--- src/rtl/food_placer_if.sv ---
// food_placer_if: bundles the placement request, randomizer candidate, grid RAM
// read/write ports and status outputs of food_placer.
//   PlaceReq            request a new food placement
//   CandV/CandH         free-running randomizer candidate
//   RdV/RdH, RdData     grid RAM read port (RAM registers the address)
//   WrEn/WrV/WrH/WrData grid RAM write port
//   FoodV/FoodH         last committed food position
//   Busy/Done/Fail      status; Done and Fail are single-cycle pulses
// Modports: master = environment side, slave = food_placer side.
interface food_placer_if #(
    parameter int unsigned GRID_WIDTH     = 16,
    parameter int unsigned GRID_HEIGHT    = 16,
    parameter int unsigned BITS_PER_BLOCK = 2
);
    localparam int unsigned HW = $clog2(GRID_HEIGHT);
    localparam int unsigned WW = $clog2(GRID_WIDTH);

    logic                      PlaceReq;
    logic [HW-1:0]             CandV;
    logic [WW-1:0]             CandH;
    logic [HW-1:0]             RdV;
    logic [WW-1:0]             RdH;
    logic [BITS_PER_BLOCK-1:0] RdData;
    logic                      WrEn;
    logic [HW-1:0]             WrV;
    logic [WW-1:0]             WrH;
    logic [BITS_PER_BLOCK-1:0] WrData;
    logic [HW-1:0]             FoodV;
    logic [WW-1:0]             FoodH;
    logic                      Busy;
    logic                      Done;
    logic                      Fail;

    modport master (
        output PlaceReq, CandV, CandH, RdData,
        input  RdV, RdH, WrEn, WrV, WrH, WrData, FoodV, FoodH, Busy, Done, Fail
    );

    modport slave (
        input  PlaceReq, CandV, CandH, RdData,
        output RdV, RdH, WrEn, WrV, WrH, WrData, FoodV, FoodH, Busy, Done, Fail
    );
endinterface

--- src/rtl/food_placer.sv ---
// food_placer: places a food block on the game grid. Random candidates from the
// randomizer are checked for being interior and empty; after MAX_TRIES rejects the
// placement is exhausted.
// Ports:
//   MasterClock  sole clock, rising edge
//   Reset        synchronous, active-high
//   bus          food_placer_if.slave (request, candidate, grid RAM ports, status)
// Configuration macro FOOD_SCAN_FALLBACK_EN: when defined, exhaustion falls back to a
// raster scan of the interior from (1,1); when undefined, exhaustion pulses Fail.
module food_placer #(
    parameter int unsigned GRID_WIDTH     = 16,
    parameter int unsigned GRID_HEIGHT    = 16,
    parameter int unsigned BITS_PER_BLOCK = 2,
    parameter int unsigned BLOCK_EMPTY    = 0,
    parameter int unsigned BLOCK_FOOD     = 3,
    parameter int unsigned MAX_TRIES      = 8
) (
    input logic          MasterClock,
    input logic          Reset,
    food_placer_if.slave bus
);
    localparam int unsigned HW = $clog2(GRID_HEIGHT);
    localparam int unsigned WW = $clog2(GRID_WIDTH);
    localparam logic [HW-1:0] VMax   = HW'(GRID_HEIGHT - 2);
    localparam logic [WW-1:0] HMax   = WW'(GRID_WIDTH - 2);
    localparam logic [7:0]    TryMax = 8'(MAX_TRIES);

    typedef enum logic [2:0] {
        StIdle,
        StSample,
        StCheck,
        StWrite
`ifdef FOOD_SCAN_FALLBACK_EN
        , StScanRd,
        StScanChk
`endif
    } state_e;

    state_e        state_q, state_d;
    logic [HW-1:0] cur_v_q, cur_v_d;
    logic [WW-1:0] cur_h_q, cur_h_d;
    logic [7:0]    try_q, try_d;
    logic [HW-1:0] wr_v_q, wr_v_d, food_v_q, food_v_d;
    logic [WW-1:0] wr_h_q, wr_h_d, food_h_q, food_h_d;
    logic          fail_q, fail_d;
`ifdef FOOD_SCAN_FALLBACK_EN
    logic [HW-1:0] scan_v_q, scan_v_d;
    logic [WW-1:0] scan_h_q, scan_h_d;
`endif

    logic       interior;
    logic       rd_empty;
    logic [7:0] try_inc;
    logic       reject;

    assign interior = (cur_v_q >= HW'(1)) && (cur_v_q <= VMax) &&
                      (cur_h_q >= WW'(1)) && (cur_h_q <= HMax);
    assign rd_empty = (bus.RdData == BITS_PER_BLOCK'(BLOCK_EMPTY));
    assign try_inc  = try_q + 8'd1;

    always_ff @(posedge MasterClock) begin
        if (Reset) begin
            state_q  <= StIdle;
            cur_v_q  <= '0;
            cur_h_q  <= '0;
            try_q    <= '0;
            wr_v_q   <= '0;
            wr_h_q   <= '0;
            food_v_q <= '0;
            food_h_q <= '0;
            fail_q   <= 1'b0;
`ifdef FOOD_SCAN_FALLBACK_EN
            scan_v_q <= '0;
            scan_h_q <= '0;
`endif
        end else begin
            state_q  <= state_d;
            cur_v_q  <= cur_v_d;
            cur_h_q  <= cur_h_d;
            try_q    <= try_d;
            wr_v_q   <= wr_v_d;
            wr_h_q   <= wr_h_d;
            food_v_q <= food_v_d;
            food_h_q <= food_h_d;
            fail_q   <= fail_d;
`ifdef FOOD_SCAN_FALLBACK_EN
            scan_v_q <= scan_v_d;
            scan_h_q <= scan_h_d;
`endif
        end
    end

    always_comb begin
        state_d  = state_q;
        cur_v_d  = cur_v_q;
        cur_h_d  = cur_h_q;
        try_d    = try_q;
        wr_v_d   = wr_v_q;
        wr_h_d   = wr_h_q;
        food_v_d = food_v_q;
        food_h_d = food_h_q;
        fail_d   = 1'b0;
        reject   = 1'b0;
`ifdef FOOD_SCAN_FALLBACK_EN
        scan_v_d = scan_v_q;
        scan_h_d = scan_h_q;
`endif
        unique case (state_q)
            StIdle: begin
                if (bus.PlaceReq) begin
                    cur_v_d = bus.CandV;
                    cur_h_d = bus.CandH;
                    try_d   = '0;
                    state_d = StSample;
                end
            end
            StSample: begin
                if (interior) state_d = StCheck;
                else          reject  = 1'b1;
            end
            StCheck: begin
                // RdData here answers the address presented during SAMPLE.
                if (rd_empty) begin
                    wr_v_d   = cur_v_q;
                    wr_h_d   = cur_h_q;
                    food_v_d = cur_v_q;
                    food_h_d = cur_h_q;
                    state_d  = StWrite;
                end else begin
                    reject = 1'b1;
                end
            end
            StWrite: state_d = StIdle;
`ifdef FOOD_SCAN_FALLBACK_EN
            StScanRd: state_d = StScanChk;
            StScanChk: begin
                if (rd_empty) begin
                    wr_v_d   = scan_v_q;
                    wr_h_d   = scan_h_q;
                    food_v_d = scan_v_q;
                    food_h_d = scan_h_q;
                    state_d  = StWrite;
                end else if (scan_v_q == VMax && scan_h_q == HMax) begin
                    fail_d  = 1'b1;
                    state_d = StIdle;
                end else begin
                    if (scan_h_q == HMax) begin
                        scan_h_d = WW'(1);
                        scan_v_d = scan_v_q + HW'(1);
                    end else begin
                        scan_h_d = scan_h_q + WW'(1);
                    end
                    state_d = StScanRd;
                end
            end
`endif
            default: state_d = StIdle;
        endcase

        if (reject) begin
            try_d = try_inc;
            if (try_inc == TryMax) begin
`ifdef FOOD_SCAN_FALLBACK_EN
                scan_v_d = HW'(1);
                scan_h_d = WW'(1);
                state_d  = StScanRd;
`else
                fail_d  = 1'b1;
                state_d = StIdle;
`endif
            end else begin
                // Candidate changes every cycle, so recapture a fresh one.
                cur_v_d = bus.CandV;
                cur_h_d = bus.CandH;
                state_d = StSample;
            end
        end
    end

`ifdef FOOD_SCAN_FALLBACK_EN
    assign bus.RdV = (state_q == StScanRd) ? scan_v_q : cur_v_q;
    assign bus.RdH = (state_q == StScanRd) ? scan_h_q : cur_h_q;
`else
    assign bus.RdV = cur_v_q;
    assign bus.RdH = cur_h_q;
`endif
    assign bus.WrEn   = (state_q == StWrite);
    assign bus.Done   = (state_q == StWrite);
    assign bus.WrV    = wr_v_q;
    assign bus.WrH    = wr_h_q;
    assign bus.WrData = BITS_PER_BLOCK'(BLOCK_FOOD);
    assign bus.FoodV  = food_v_q;
    assign bus.FoodH  = food_h_q;
    assign bus.Busy   = (state_q != StIdle);
    assign bus.Fail   = fail_q;
endmodule
--- src/flat_wrapper.sv ---
// flat-port wrapper written by rule: the top's interface ports become plain ports
module food_placer_flat 
#(
    parameter int unsigned GRID_WIDTH     = 16,
    parameter int unsigned GRID_HEIGHT    = 16,
    parameter int unsigned BITS_PER_BLOCK = 2,
    parameter int unsigned BLOCK_EMPTY    = 0,
    parameter int unsigned BLOCK_FOOD     = 3,
    parameter int unsigned MAX_TRIES      = 8
)
  (MasterClock, Reset, bus_PlaceReq, bus_CandV, bus_CandH, bus_RdData, bus_RdV, bus_RdH, bus_WrEn, bus_WrV, bus_WrH, bus_WrData, bus_FoodV, bus_FoodH, bus_Busy, bus_Done, bus_Fail);
  food_placer_if #(.GRID_WIDTH(GRID_WIDTH), .GRID_HEIGHT(GRID_HEIGHT), .BITS_PER_BLOCK(BITS_PER_BLOCK)) bus_i ();
  input logic MasterClock;
  input logic Reset;
  input wire logic [$bits(bus_i.PlaceReq)-1:0] bus_PlaceReq;
  input wire logic [$bits(bus_i.CandV)-1:0] bus_CandV;
  input wire logic [$bits(bus_i.CandH)-1:0] bus_CandH;
  input wire logic [$bits(bus_i.RdData)-1:0] bus_RdData;
  output wire logic [$bits(bus_i.RdV)-1:0] bus_RdV;
  output wire logic [$bits(bus_i.RdH)-1:0] bus_RdH;
  output wire logic [$bits(bus_i.WrEn)-1:0] bus_WrEn;
  output wire logic [$bits(bus_i.WrV)-1:0] bus_WrV;
  output wire logic [$bits(bus_i.WrH)-1:0] bus_WrH;
  output wire logic [$bits(bus_i.WrData)-1:0] bus_WrData;
  output wire logic [$bits(bus_i.FoodV)-1:0] bus_FoodV;
  output wire logic [$bits(bus_i.FoodH)-1:0] bus_FoodH;
  output wire logic [$bits(bus_i.Busy)-1:0] bus_Busy;
  output wire logic [$bits(bus_i.Done)-1:0] bus_Done;
  output wire logic [$bits(bus_i.Fail)-1:0] bus_Fail;
  assign bus_i.PlaceReq = bus_PlaceReq;
  assign bus_i.CandV = bus_CandV;
  assign bus_i.CandH = bus_CandH;
  assign bus_i.RdData = bus_RdData;
  assign bus_RdV = bus_i.RdV;
  assign bus_RdH = bus_i.RdH;
  assign bus_WrEn = bus_i.WrEn;
  assign bus_WrV = bus_i.WrV;
  assign bus_WrH = bus_i.WrH;
  assign bus_WrData = bus_i.WrData;
  assign bus_FoodV = bus_i.FoodV;
  assign bus_FoodH = bus_i.FoodH;
  assign bus_Busy = bus_i.Busy;
  assign bus_Done = bus_i.Done;
  assign bus_Fail = bus_i.Fail;
  food_placer #(.GRID_WIDTH(GRID_WIDTH), .GRID_HEIGHT(GRID_HEIGHT), .BITS_PER_BLOCK(BITS_PER_BLOCK), .BLOCK_EMPTY(BLOCK_EMPTY), .BLOCK_FOOD(BLOCK_FOOD), .MAX_TRIES(MAX_TRIES)) u_core (.MasterClock(MasterClock), .Reset(Reset), .bus(bus_i));
endmodule
--- config.mk ---
export PLATFORM = sky130hd
export DESIGN_NAME = food_placer_flat
export DESIGN_NICKNAME = d
export VERILOG_FILES = /design/src/rtl/food_placer_if.sv /design/src/rtl/food_placer.sv /design/src/flat_wrapper.sv
export SDC_FILE = /design/constraint.sdc
export NUM_CORES = 1
export LEC_CHECK = 0
export BUFFER_PORTS_ARGS = -buffer_cell sky130_fd_sc_hd__buf_4
export CELL_PAD_IN_SITES_DETAIL_PLACEMENT = 1
export CELL_PAD_IN_SITES_GLOBAL_PLACEMENT = 1
export CORE_UTILIZATION = 41
export DETAILED_ROUTE_END_ITERATION = 10
export PLACE_DENSITY = 0.88
export SYNTH_ARGS = -nofsm -noshare
export SYNTH_HDL_FRONTEND = slang
export SYNTH_SLANG_ARGS = --single-unit
--- constraint.sdc ---
create_clock -name MasterClock -period 4.5 [get_ports MasterClock]
set_input_delay 0.9 -clock MasterClock [delete_from_list [all_inputs] [get_ports MasterClock]]
set_output_delay 0.9 -clock MasterClock [all_outputs]
set_load 0.01 [all_outputs]
==> Word-level counts from Yosys, hierarchy flattened <==
Cells that the tools add are included.
{ "op_classes": {"n_addsub": 1, "order_cmp": 4, "eq_ne": 7, "mux": 21, "bitwise_logic": 1, "n_reduce_logical": 12} }
{ "ops": {"columns": ["op", "count"], "rows": [
  ["$mux W4", 8],
  ["$mux W8", 3],
  ["$mux W3", 4],
  ["$pmux W3 S3", 1],
  ["$add A8 B1 Y8 const B", 1],
  ["$eq A8 B4 Y1 const B", 1],
  ["$ge A4 B1 Y1 const B", 2],
  ["$le A4 B4 Y1 const B", 2],
  ["$eq A3 B2 Y1 const B", 2],
  ["$ne A3 B1 Y1 const B", 2],
  ["$mux W1", 4],
  ["$reduce_and A2 Y1", 2],
  ["$reduce_bool A2 Y1", 2],
  ["$eq A3 B1 Y1 const B", 1],
  ["$logic_and A1 B1 Y1", 3],
  ["$logic_not A3 Y1", 1],
  ["$ne A3 B2 Y1 const B", 1],
  ["$reduce_and A3 Y1", 1],
  ["$reduce_bool A3 Y1", 1],
  ["$logic_not A2 Y1", 1],
  ["$pmux W1 S2", 1],
  ["$reduce_or A2 Y1", 1],
  ["$not A1 Y1", 1]
]} }
{ "totals": {"ff_bits": 28} }

==> Depth between registers and ports, before layout <==
Gate-level depths: netlist of the first run.
{ "logic_depth": {"word_depth": 8, "depth_mapped": 7, "mapped_depth_nobuf": 7} }

==> Least setup slack after synthesis of the first run <==
OpenSTA, ideal clock, no wires.
{ "synth_path": {"path_kind": "input -> register", "from": "input bus_RdData[1]", "to": "register u_core.cur_h_q[0], in the netlist u_core.bus.RdH[0]", "arrival_time_ps": 2162, "path_slack_ps": 2265, "stages": 5, "path_cell_list": "o21a_1 > nand2_4 > clkinv_1 > o32ai_4 > mux2i_1"} }
{ "synth_between": {"elab_chain_cells": 4} }
{ "synth_lines": {"columns": ["item", "line", "rtl"], "rows": [
  ["start, declared", "flat_wrapper.sv:18", "input wire logic [$bits(bus_i.RdData)-1:0] bus_RdData;"],
  ["$logic_not A2 Y1", "food_placer.sv:58", "assign rd_empty = (bus.RdData == BITS_PER_BLOCK'(BLOCK_EMPTY));"],
  ["$mux W1", "food_placer.sv:123", "if (rd_empty) begin"],
  ["$pmux W1 S2", "food_placer.sv:108", "unique case (state_q)"],
  ["$mux W4", "food_placer.sv:160", "if (reject) begin"],
  ["end signal, assigned", "food_placer.sv:79", "cur_h_q <= cur_h_d;"],
  ["end, declared", "food_placer.sv:41", "logic [WW-1:0] cur_h_q, cur_h_d;"]
]} }
No other way between the ends.
A chain may end at the register's enable or synchronous reset.

==> Final worst setup path of the first run <==
{ "layout_path": {"from": "input bus_RdData[1]", "to": "register u_core.cur_v_q[2], in the netlist u_core.bus.RdV[2]"} }
{ "layout_between": {"elab_chain_cells": 4} }
{ "layout_lines": {"columns": ["item", "line", "rtl"], "rows": [
  ["$logic_not A2 Y1", "food_placer.sv:58", null],
  ["$mux W1", "food_placer.sv:123", null],
  ["$pmux W1 S2", "food_placer.sv:108", null],
  ["$mux W4", "food_placer.sv:160", null],
  ["end signal, assigned", "food_placer.sv:78", "cur_v_q <= cur_v_d;"],
  ["end, declared", "food_placer.sv:40", "logic [HW-1:0] cur_v_q, cur_v_d;"]
]} }
No other way between the ends.

==> run metrics, run 1 <==
Placer Congestion=0.782; Post-synth EDFFs=0; Die W=64.4 um; Post-Place Setup Slack=1.81 ns; synth warn=0; Post-Layout Cell Count=255; Die Height=64.4 um; most common cell after layout, fill and taps aside=buf_4; final worst slack=2.16 ns; clk_skew=0.00751 ns; via count=1396; proportion of layout cells with a drive suffix above 1=24.2%; Routed Wire Length=3850 um; Post-CTS Hold Buffers=0; 1st-iter DRT viols=54; PortBufs=40; Max Fclk=0.427 GHz; Netlist cell types=42; Core Region=3690 um^2; Power per Cell Area=406 nW/um^2; Worst EP arrival=2.55 ns; flops & latches, synth=27; total congestion overflow=0; Placed Cells incl. Taps=251; CP Launch Type=input port; CTS tree=yes; count of pins over their slew limit=0; Critical-path top delay cell=o32ai_4; Rel. slew slack=52.5%; Core Util, Final=51.1%; io pins=43; hpwl dp=2840 um; max-cap violations=0; Placed Area=1840 um^2; WL per Instance=15.1 um; CP Cell Sequence=buf_4, o21a_1, nand2_4, clkinv_1, o32ai_4, mux2i_1; number of antenna violations at the first check in global routing=0; Post-CTS Resized=0; critical path class=input port to flop; Inserted Clock Buffers=3; Post-Syn Area=1600 um^2; Root Buffer=clkbuf_8; Setup Viol. Count Final=0; Antenna Nets Post-Route=0; Worst Tran Pin Value=0.707 ns; std cell rows=22; most frequent cells in the layout=41 x buf_4, 27 x dfxtp_1, 16 x mux2i_1; P_leak=0.796 nW; top_reg_cell synth=dfxtp_1; Power Total=765 uW; vias per inst=5.47; status=complete, no violations; pin count of the biggest net entering global routing=36; sequential share of the synthesized area=33.9%; Clock Path Buffers=2; period utilization=52.1%; VDD IR-drop max=208 uV; syn_area_per_cell=8.86 um^2; clock slew at reported path FFs=0.09 ns; Ant. Diodes=0; Largest delay share family, worst path=compound AO/OA/AOI/OAI gates; Starting Density=43.2%; critical path peak fanout=10; Design Area, Final=1890 um^2; first-pass GRT wire length=6600 um; max incr delay on CP=0.59 ns; Post-route DRC=0; RSZ-0062 raised after global routing=no; GRT Total Usage=20.4%; TNS Setup=0 ns; Sink Count=27; drt pass-1 iters=4; area delta synth->final=18.2%; nature of the critical path endpoint=flop; H-tree depth=1; die area=4140 um^2; Syn Inst Count=180; Synth async-reset ratio=0%; Post-layout nets=226; CP Data Required Time=4.70 ns; postcts setup bufs=0; number of global-route vias before repair=1405; clk_lat worst skew=0.28 ns; Final Hold Vio Count=0; Tmin final=2.34 ns; Crit path buffers/inverters=2; worst min-delay path class=flop to flop; Hold Slack=0.526 ns
## path summary, 6_finish.rpt
kind,startpoint,endpoint,slack [ns],cells past startpoint
setup / recovery,bus_RdData[1],u_core.bus.RdV[2]$_SDFF_PP0_,2.16,6
hold / removal,u_core.try_q[1]$_SDFFE_PP0P_,u_core.try_q[1]$_SDFFE_PP0P_,0.53,2
setup reg to reg,u_core.state_q[0]$_SDFFE_PP0P_,u_core.bus.RdV[2]$_SDFF_PP0_,2.22,7
hold reg to reg,u_core.try_q[1]$_SDFFE_PP0P_,u_core.try_q[1]$_SDFFE_PP0P_,0.53,2
## state kept, by name (all words and copies together) (netlist names)
name / count
u_core.try_q: 8
u_core.bus.RdH: 4
u_core.bus.RdV: 4
u_core.bus.WrH: 4
u_core.bus.WrV: 4
u_core.state_q: 2
u_core.bus.Fail: 1
## per-layer routing
layer,up-vias,wire (um),track usage [%]
met5,-,0,0
met4,0,44,5.83
met3,5,183,2.86
met2,42,1830,34.7
met1,662,1790,26.6
li1,687,-,-
## power breakdown
part / internal (mW) / switching [mW]
Sequential: 0.268 / 0.0340
Combinational: 0.140 / 0.178
Clock: 0.0637 / 0.0819
## logic make-up after synthesis
group | share of synthesized area (%)
simple gates | 26.7
mux | 10.0
fa+ha+maj | 3.92
other cells | 0.235
xor+xnor | 0.549
buf+inv | 9.33
flops | 33.9
compound gates | 15.4
## cell type report
class	instances	area [um^2]
fill	457	1800
multi-input combinational	129	910
sequential	27	541
timing repair buffer	41	308
tap	48	60.1
clock buffer	4	45.0
inverter	6	22.5
## cells in the mapped netlist (2+ instances only)
cell | n | share of area (%)
dfxtp_1 | 27 | 34
mux2i_1 | 16 | 10
nor2_1 | 14 | 3.3
buf_4 | 12 | 5.6
nand4_1 | 11 | 4.3
a21oi_1 | 9 | 2.8
nand2b_1 | 9 | 3.5
or2b_1 | 8 | 3.8
o22ai_1 | 6 | 2.4
ha_1 | 5 | 3.9
inv_1 | 5 | 1.2
o21a_1 | 5 | 2.4
and2_1 | 4 | 1.6
nand2_1 | 4 | 0.94
nor3_1 | 4 | 1.3
o21ai_0 | 4 | 1.3
or4_1 | 4 | 1.9
clkbuf_1 | 3 | 0.71
nand3_1 | 3 | 0.94
nor2b_1 | 3 | 1.2
buf_2 | 2 | 0.63
nor4_1 | 2 | 0.78
## worst reg2reg max path, delay by kind of cell, from the launching register on
kind                       cells  cell delay [ns]
AOI/OAI and AO/OA              2             0.77
adders and majority gates      1             0.25
buffers and inverters          2             0.35
DFF                            1             0.40
muxes                          1             0.28
and+or+nand+nor                1             0.14
Note: power is estimated with default switching activity, not from simulation.
==> run 2, diff against run 1 <==
- CORE_UTILIZATION: 41 -> 35
- PLACE_DENSITY: 0.88 -> 0.81
- clock period: 4.5 -> 2 ns (I/O delays scaled with it)
==> run 2 against run 1 <==
  * Sequential power is 130% higher
  * Worst hold slack worse by 0.15 ns
  * Sequential cell count stayed put
  * Cell count is 4.3% higher
  * Clock power is 130% higher
  * Wire length is 1.9% higher
  * Worst setup slack worse by 2.0 ns
  * Clock skew is 0.0060 ns lower
  * Via count hardly changed
==> run metrics, run 2 (synthesized netlist as in run 1, its figures left out) <==
RSZ-0062 raised after global routing=no; clk_lat worst skew=0.28 ns (about the same); critical path class=flop to flop; proportion of layout cells with a drive suffix above 1=27.6% (+3.4 points); Int Pwr=1.10 mW (+130%); Power per Cell Area=912 nW/um^2 (+120%); FF-to-FF End=u_core.bus.RdV[3]$_SDFF_PP0_; most frequent cells in the layout=47 x buf_4, 26 x dfxtp_1, 16 x mux2i_1; Starting Density=36.6% (-6.6 points); Post-layout nets=233 (+3.1%); VDD IR-drop max=556 uV (+170%); Worst EP arrival=2.10 ns (-0.45 ns); period utilization=94.4%; critical path peak fanout=10 (unchanged); CTS tree=yes; Clock Path Buffers=2 (unchanged); clock power share=19.1% (about the same); Post-Layout Cell Count=266 (+4.3%); Design Area, Final=1950 um^2 (+3.6%); area delta synth->final=22.4%; worst r2r path cells=7 (unchanged); TNS Setup=0 ns (unchanged); clock slew at reported path FFs=0.10 ns (about the same); via count=1397 (+0.072%); CP Data Required Time=2.21 ns (-2.49 ns); CP Launch Type=flop; Inserted Clock Buffers=3 (unchanged); met2 usage=28.4% (-6.4 points); Post-route DRC=0 (unchanged); pin count of the biggest net entering global routing=36 (unchanged); nature of the critical path endpoint=flop; hpwl dp=2950 um (+3.8%); Sink Count=27 (unchanged); number of antenna violations at the first check in global routing=0 (unchanged); drt pass-1 iters=4 (unchanged); worst reg2reg setup slack=0.11 ns (-2.11 ns); P_leak=0.837 nW (+5.2%); Setup Viol. Count Final=0 (unchanged); total congestion overflow=0 (unchanged); Tmin final=1.89 ns; Max Fclk=0.529 GHz; vias per inst=5.25 (-4.1%); total net switching power=679 uW (+130%); Placed Area=1900 um^2 (+3.1%); Root Buffer=clkbuf_8; GRT Total Usage=17.1% (-3.3 points); Biggest register=u_core.try_q; Post-CTS Hold Buffers=0 (unchanged); Reg-to-Reg Start=u_core.state_q[1]$_SDFFE_PP0P_; H-tree depth=1 (unchanged); critical path startpoint=u_core.state_q[1]$_SDFFE_PP0P_; Die Height=69.5 um (+8.0%); busiest grt layer=met2; Routed Wire Length=3920 um (+1.9%); Placed Cells incl. Taps=262 (+4.4%); number of global-route vias before repair=1390 (-1.1%); Core Region=4350 um^2 (+18%); 1st-iter DRT viols=77 (+43%); Setup crit end=u_core.bus.RdV[3]$_SDFF_PP0_; Die W=69.5 um (+8.0%); Final Hold Vio Count=0 (unchanged); share of power burned in registers=38.5% (-1.0 points); Antenna Nets Post-Route=0 (unchanged); std cell rows=24 (+9.1%); Placer Congestion=0.875 (+12%); met1 usage=22.7% (-3.9 points); die area=4830 um^2 (+17%); Net Sw Frac=38.1% (-0.26 points); worst min-delay path class=input port to flop; most common cell after layout, fill and taps aside=buf_4; Ant. Diodes=0 (unchanged); count of pins over their slew limit=0 (unchanged); clk_skew=0.00149 ns (-0.00603 ns); WL per Instance=14.7 um (-2.3%); first-pass GRT wire length=6670 um (+0.94%); max FFs per register=8 (unchanged); PortBufs=40 (unchanged); Logic pwr share=42.4% (+0.9 points); max-cap violations=0 (unchanged); fillers=517 (+13%); met3 usage=3.49% (+0.63 points); status=complete, no violations; io pins=43 (unchanged)
[run 2: cell count changes in the layout (fill, tap and decap cells not counted)]
cell / delta
inv_6: +1
dfxtp_2: +1
dfxtp_1: -1
buf_6: +1
buf_4: +6
clkbuf_1: -1
[run 2: power groups by stage]
stage               logic, mW  clock network [mW]  registers, mW
floorplan               0.489                   0          0.691
global placement        0.729                   0          0.689
finish                  0.755               0.341          0.686
detailed placement      0.746                   0          0.695
global route            0.828               0.380          0.701
CTS                     0.750               0.356          0.684
[run 2: cell type report]
class,instances,area [um^2],area share (%)
multi-input cells,129,910,46.6
repair buffers,48,364,18.6
clock inverters,1,8.76,0.448
flip-flops and latches,27,542,27.7
inverters,6,22.5,1.15
clock buffers,3,41.3,2.11
well taps,52,65.1,3.33
[run 2: timing repair]
item	in CTS	in global routing
buffers inserted	0	0
resized for setup	0	2
endpoints found under the setup margin	0	8
[run 2: stage by stage]
step / utilization [%] / setup WS (ns) / hold slack [ns] / power (mW)
finish: 44.9 / 0.111 / 0.374 / 1.78
global route: 44.9 / 0.00159 / 0.372 / 1.91
floorplan: - / 0.0998 / 0.492 / 1.18
CTS: 44.7 / 0.0256 / 0.368 / 1.79
detailed placement: 43.6 / 0.0636 / 0.520 / 1.44
global placement: 43.6 / 0.166 / 0.504 / 1.42
[run 2: routing by layer]
layer | wire length [um] | part of all wire, %
met5 | 0 | 0
met3 | 180 | 4.6
met1 | 1820 | 46
met2 | 1900 | 48
met4 | 21 | 0.54
[run 2: worst min-delay path by stage]
stage	start	to	slack, ns	depth (start not counted)
after global placement	u_core.bus.WrH[0]$_SDFFE_PP0P_	u_core.bus.WrH[0]$_SDFFE_PP0P_	0.50	2
after CTS	bus_CandV[1]	u_core.bus.RdV[1]$_SDFF_PP0_	0.37	3
after detailed placement	u_core.try_q[1]$_SDFFE_PP0P_	u_core.try_q[1]$_SDFFE_PP0P_	0.52	2
after floorplan	u_core.try_q[1]$_SDFFE_PP0P_	u_core.try_q[1]$_SDFFE_PP0P_	0.49	2
after global routing	bus_CandH[3]	u_core.bus.RdH[3]$_SDFF_PP0_	0.37	3
final	bus_CandV[1]	u_core.bus.RdV[1]$_SDFF_PP0_	0.37	3
[run 2: worst max-delay path, cell delays in order, from the launching register on]
cell and delay, ns:
dfxtp_1 0.39, inv_1 0.09, ha_1 0.38, nand2_4 0.16, clkinv_1 0.14, o32ai_4 0.27
buf_6 0.19, mux2i_1 0.21
==> run 3, diff against run 2 <==
- PLACE_DENSITY: 0.81 -> 0.85
==> run 3 against run 2 <==
  * Clock skew up 0.0059 ns
  * Power about the same
  * Sequential power is 0.9% lower
  * Combinational power up 3.0%
  * Die area unchanged
  * Largest cell class unchanged
  * Design area increased by 0.51%
==> run metrics, run 3 (synthesized netlist as in run 1, its figures left out) <==
first-pass GRT wire length=6860 um (+2.9%); Routed Wire Length=4060 um (+3.4%); critical path class=flop to flop; io pins=43 (unchanged); Design Area, Final=1960 um^2 (+0.51%); most common cell after layout, fill and taps aside=buf_4; WL per Instance=15.1 um (+2.7%); period utilization=94.0% (-0.47 points); number of global-route vias before repair=1439 (+3.5%); CTS tree=yes; Max Fclk=0.532 GHz (+0.50%); Worst EP arrival=2.08 ns (-0.02 ns); PortBufs=40 (unchanged); nature of the critical path endpoint=flop; clock power share=18.1% (-1.0 points); Post-Layout Cell Count=268 (+0.75%); RSZ-0062 raised after global routing=no; CP Data Required Time=2.20 ns (about the same); Multi-input gate area=910 um^2 (unchanged); Ant. Diodes=0 (unchanged); GRT Total Usage=17.3% (+0.19 points); Antenna Nets Post-Route=0 (unchanged); Biggest register=u_core.try_q; 1st-iter DRT viols=35 (-55%); CP Launch Type=flop; area delta synth->final=23.1%; clk_lat worst skew=0.28 ns (about the same); total net switching power=673 uW (-0.90%); Largest delay share family, worst path=buffers and inverters; Hold Slack=0.376 ns (+0.00163 ns); Placer Congestion=0.836 (-4.5%); critical path peak fanout=8 (-2); drt pass-1 iters=4 (unchanged); max incr delay on CP=0.39 ns (about the same); Power per Cell Area=907 nW/um^2 (-0.55%); clk_skew=0.00742 ns (+0.00593 ns); sequential cell area=542 um^2 (unchanged); count of pins over their slew limit=0 (unchanged); Die W=69.5 um (unchanged); max FFs per register=8 (unchanged); Die Height=69.5 um (unchanged); Placed Cells incl. Taps=262 (unchanged); pin count of the biggest net entering global routing=36 (unchanged); Tmin final=1.88 ns (-0.00937 ns); proportion of layout cells with a drive suffix above 1=27.8% (+0.21 points); number of antenna violations at the first check in global routing=0 (unchanged); fillers=538 (+4.1%); Post-layout nets=235 (+0.86%); Core Region=4350 um^2 (unchanged); total congestion overflow=0 (unchanged); Post-route DRC=0 (unchanged); Crit path buffers/inverters=3 (unchanged); VDD IR-drop max=419 uV (-25%); TNS Setup=0 ns (unchanged); H-tree depth=1 (unchanged); P_leak=0.842 nW (+0.58%); max-cap violations=0 (unchanged); Logic pwr share=43.7% (+1.3 points); vias per inst=5.38 (+2.4%); die area=4830 um^2 (unchanged); Core Util, Final=45.1% (+0.23 points); Post-CTS Hold Buffers=0 (unchanged); hpwl dp=2960 um (+0.45%); Sink Count=27 (unchanged); Clock Path Buffers=2 (unchanged); Critical-path top delay cell=ha_1; Setup Viol. Count Final=0 (unchanged); most frequent cells in the layout=49 x buf_4, 26 x dfxtp_1, 16 x mux2i_1; share of power burned in registers=38.2% (-0.3 points); std cell rows=24 (unchanged); Root Buffer=clkbuf_8; status=complete, no violations; Final Hold Vio Count=0 (unchanged); via count=1441 (+3.1%); Placed Area=1900 um^2 (unchanged); Int Pwr=1.11 mW (+0.50%); Inserted Clock Buffers=3 (unchanged); Net Sw Frac=37.8% (-0.33 points); worst min-delay path class=input port to flop; clock slew at reported path FFs=0.10 ns (about the same); Starting Density=36.6% (unchanged); CP Cell Sequence=inv_1, ha_1, nand2_4, clkinv_1, o32ai_4, buf_6, mux2i_1
==> run 3: changes by cell type in the layout (fill, tap and decap cells not counted), sizes merged <==
cell    delta
inv        -1
buf        +2
clkbuf     +1
==> run 3: final cells by class <==
type                       count  area share, %
clock buffer                   4           2.29
inverter                       6           1.15
multi-input combinational    129           46.3
sequential                    27           27.6
tap                           52           3.31
timing repair buffer          50           19.3
==> run 3: what timing repair did <==
| action | CTS | global route |
|---|---|---|
| setup buffers | 0 | 2 |
| setup endpoints to repair | 1 | 8 |
| resized for setup | 1 | 1 |
| pin swaps | 0 | 1 |
==> run 3: power by group through the flow <==
stage               Sequential [mW]  Combinational [mW]  Clock (mW)
floorplan                     0.691               0.489           0
global placement              0.682               0.738           0
detailed placement            0.689               0.759           0
CTS                           0.677               0.779       0.330
global route                  0.689               0.853       0.351
finish                        0.680               0.778       0.323
==> run 3: tightest hold or removal path, stage by stage <==
cell,delay [ns]
buf_4,0.11
nand2b_1,0.05
mux2i_1,0.06
==> run 3: final timing paths <==
path | to | slack (ns) | depth (start not counted) | startpoint
worst max register to register | u_core.bus.RdV[2]$_SDFF_PP0_ | 0.12 | 7 | u_core.state_q[0]$_SDFFE_PP0P_
worst min register to register | u_core.bus.WrH[1]$_SDFFE_PP0P_ | 0.53 | 2 | u_core.bus.WrH[1]$_SDFFE_PP0P_
worst min-delay path | u_core.bus.RdV[1]$_SDFF_PP0_ | 0.38 | 3 | bus_CandV[1]
worst max-delay path | u_core.bus.RdV[2]$_SDFF_PP0_ | 0.12 | 7 | u_core.state_q[0]$_SDFFE_PP0P_
==> run 3: metrics by stage <==
step           power [mW]  worst slack (ns)
3_3_place_gp         1.42             0.139
2_1_floorplan        1.18            0.0998
5_1_grt              1.89            0.0102
6_report             1.78             0.121
4_1_cts              1.79            0.0158
3_5_place_dp         1.45            0.0182
==> run 3: per-layer routing <==
| metal | global-route usage [%] | wire [um] | up-vias |
|---|---|---|---|
| li1 | - | - | 705 |
| met3 | 2.62 | 187 | 2 |
| met4 | 3.40 | 19 | 0 |
| met1 | 23.0 | 1880 | 692 |
| met2 | 29.7 | 1970 | 42 |
| met5 | 0 | 0 | - |
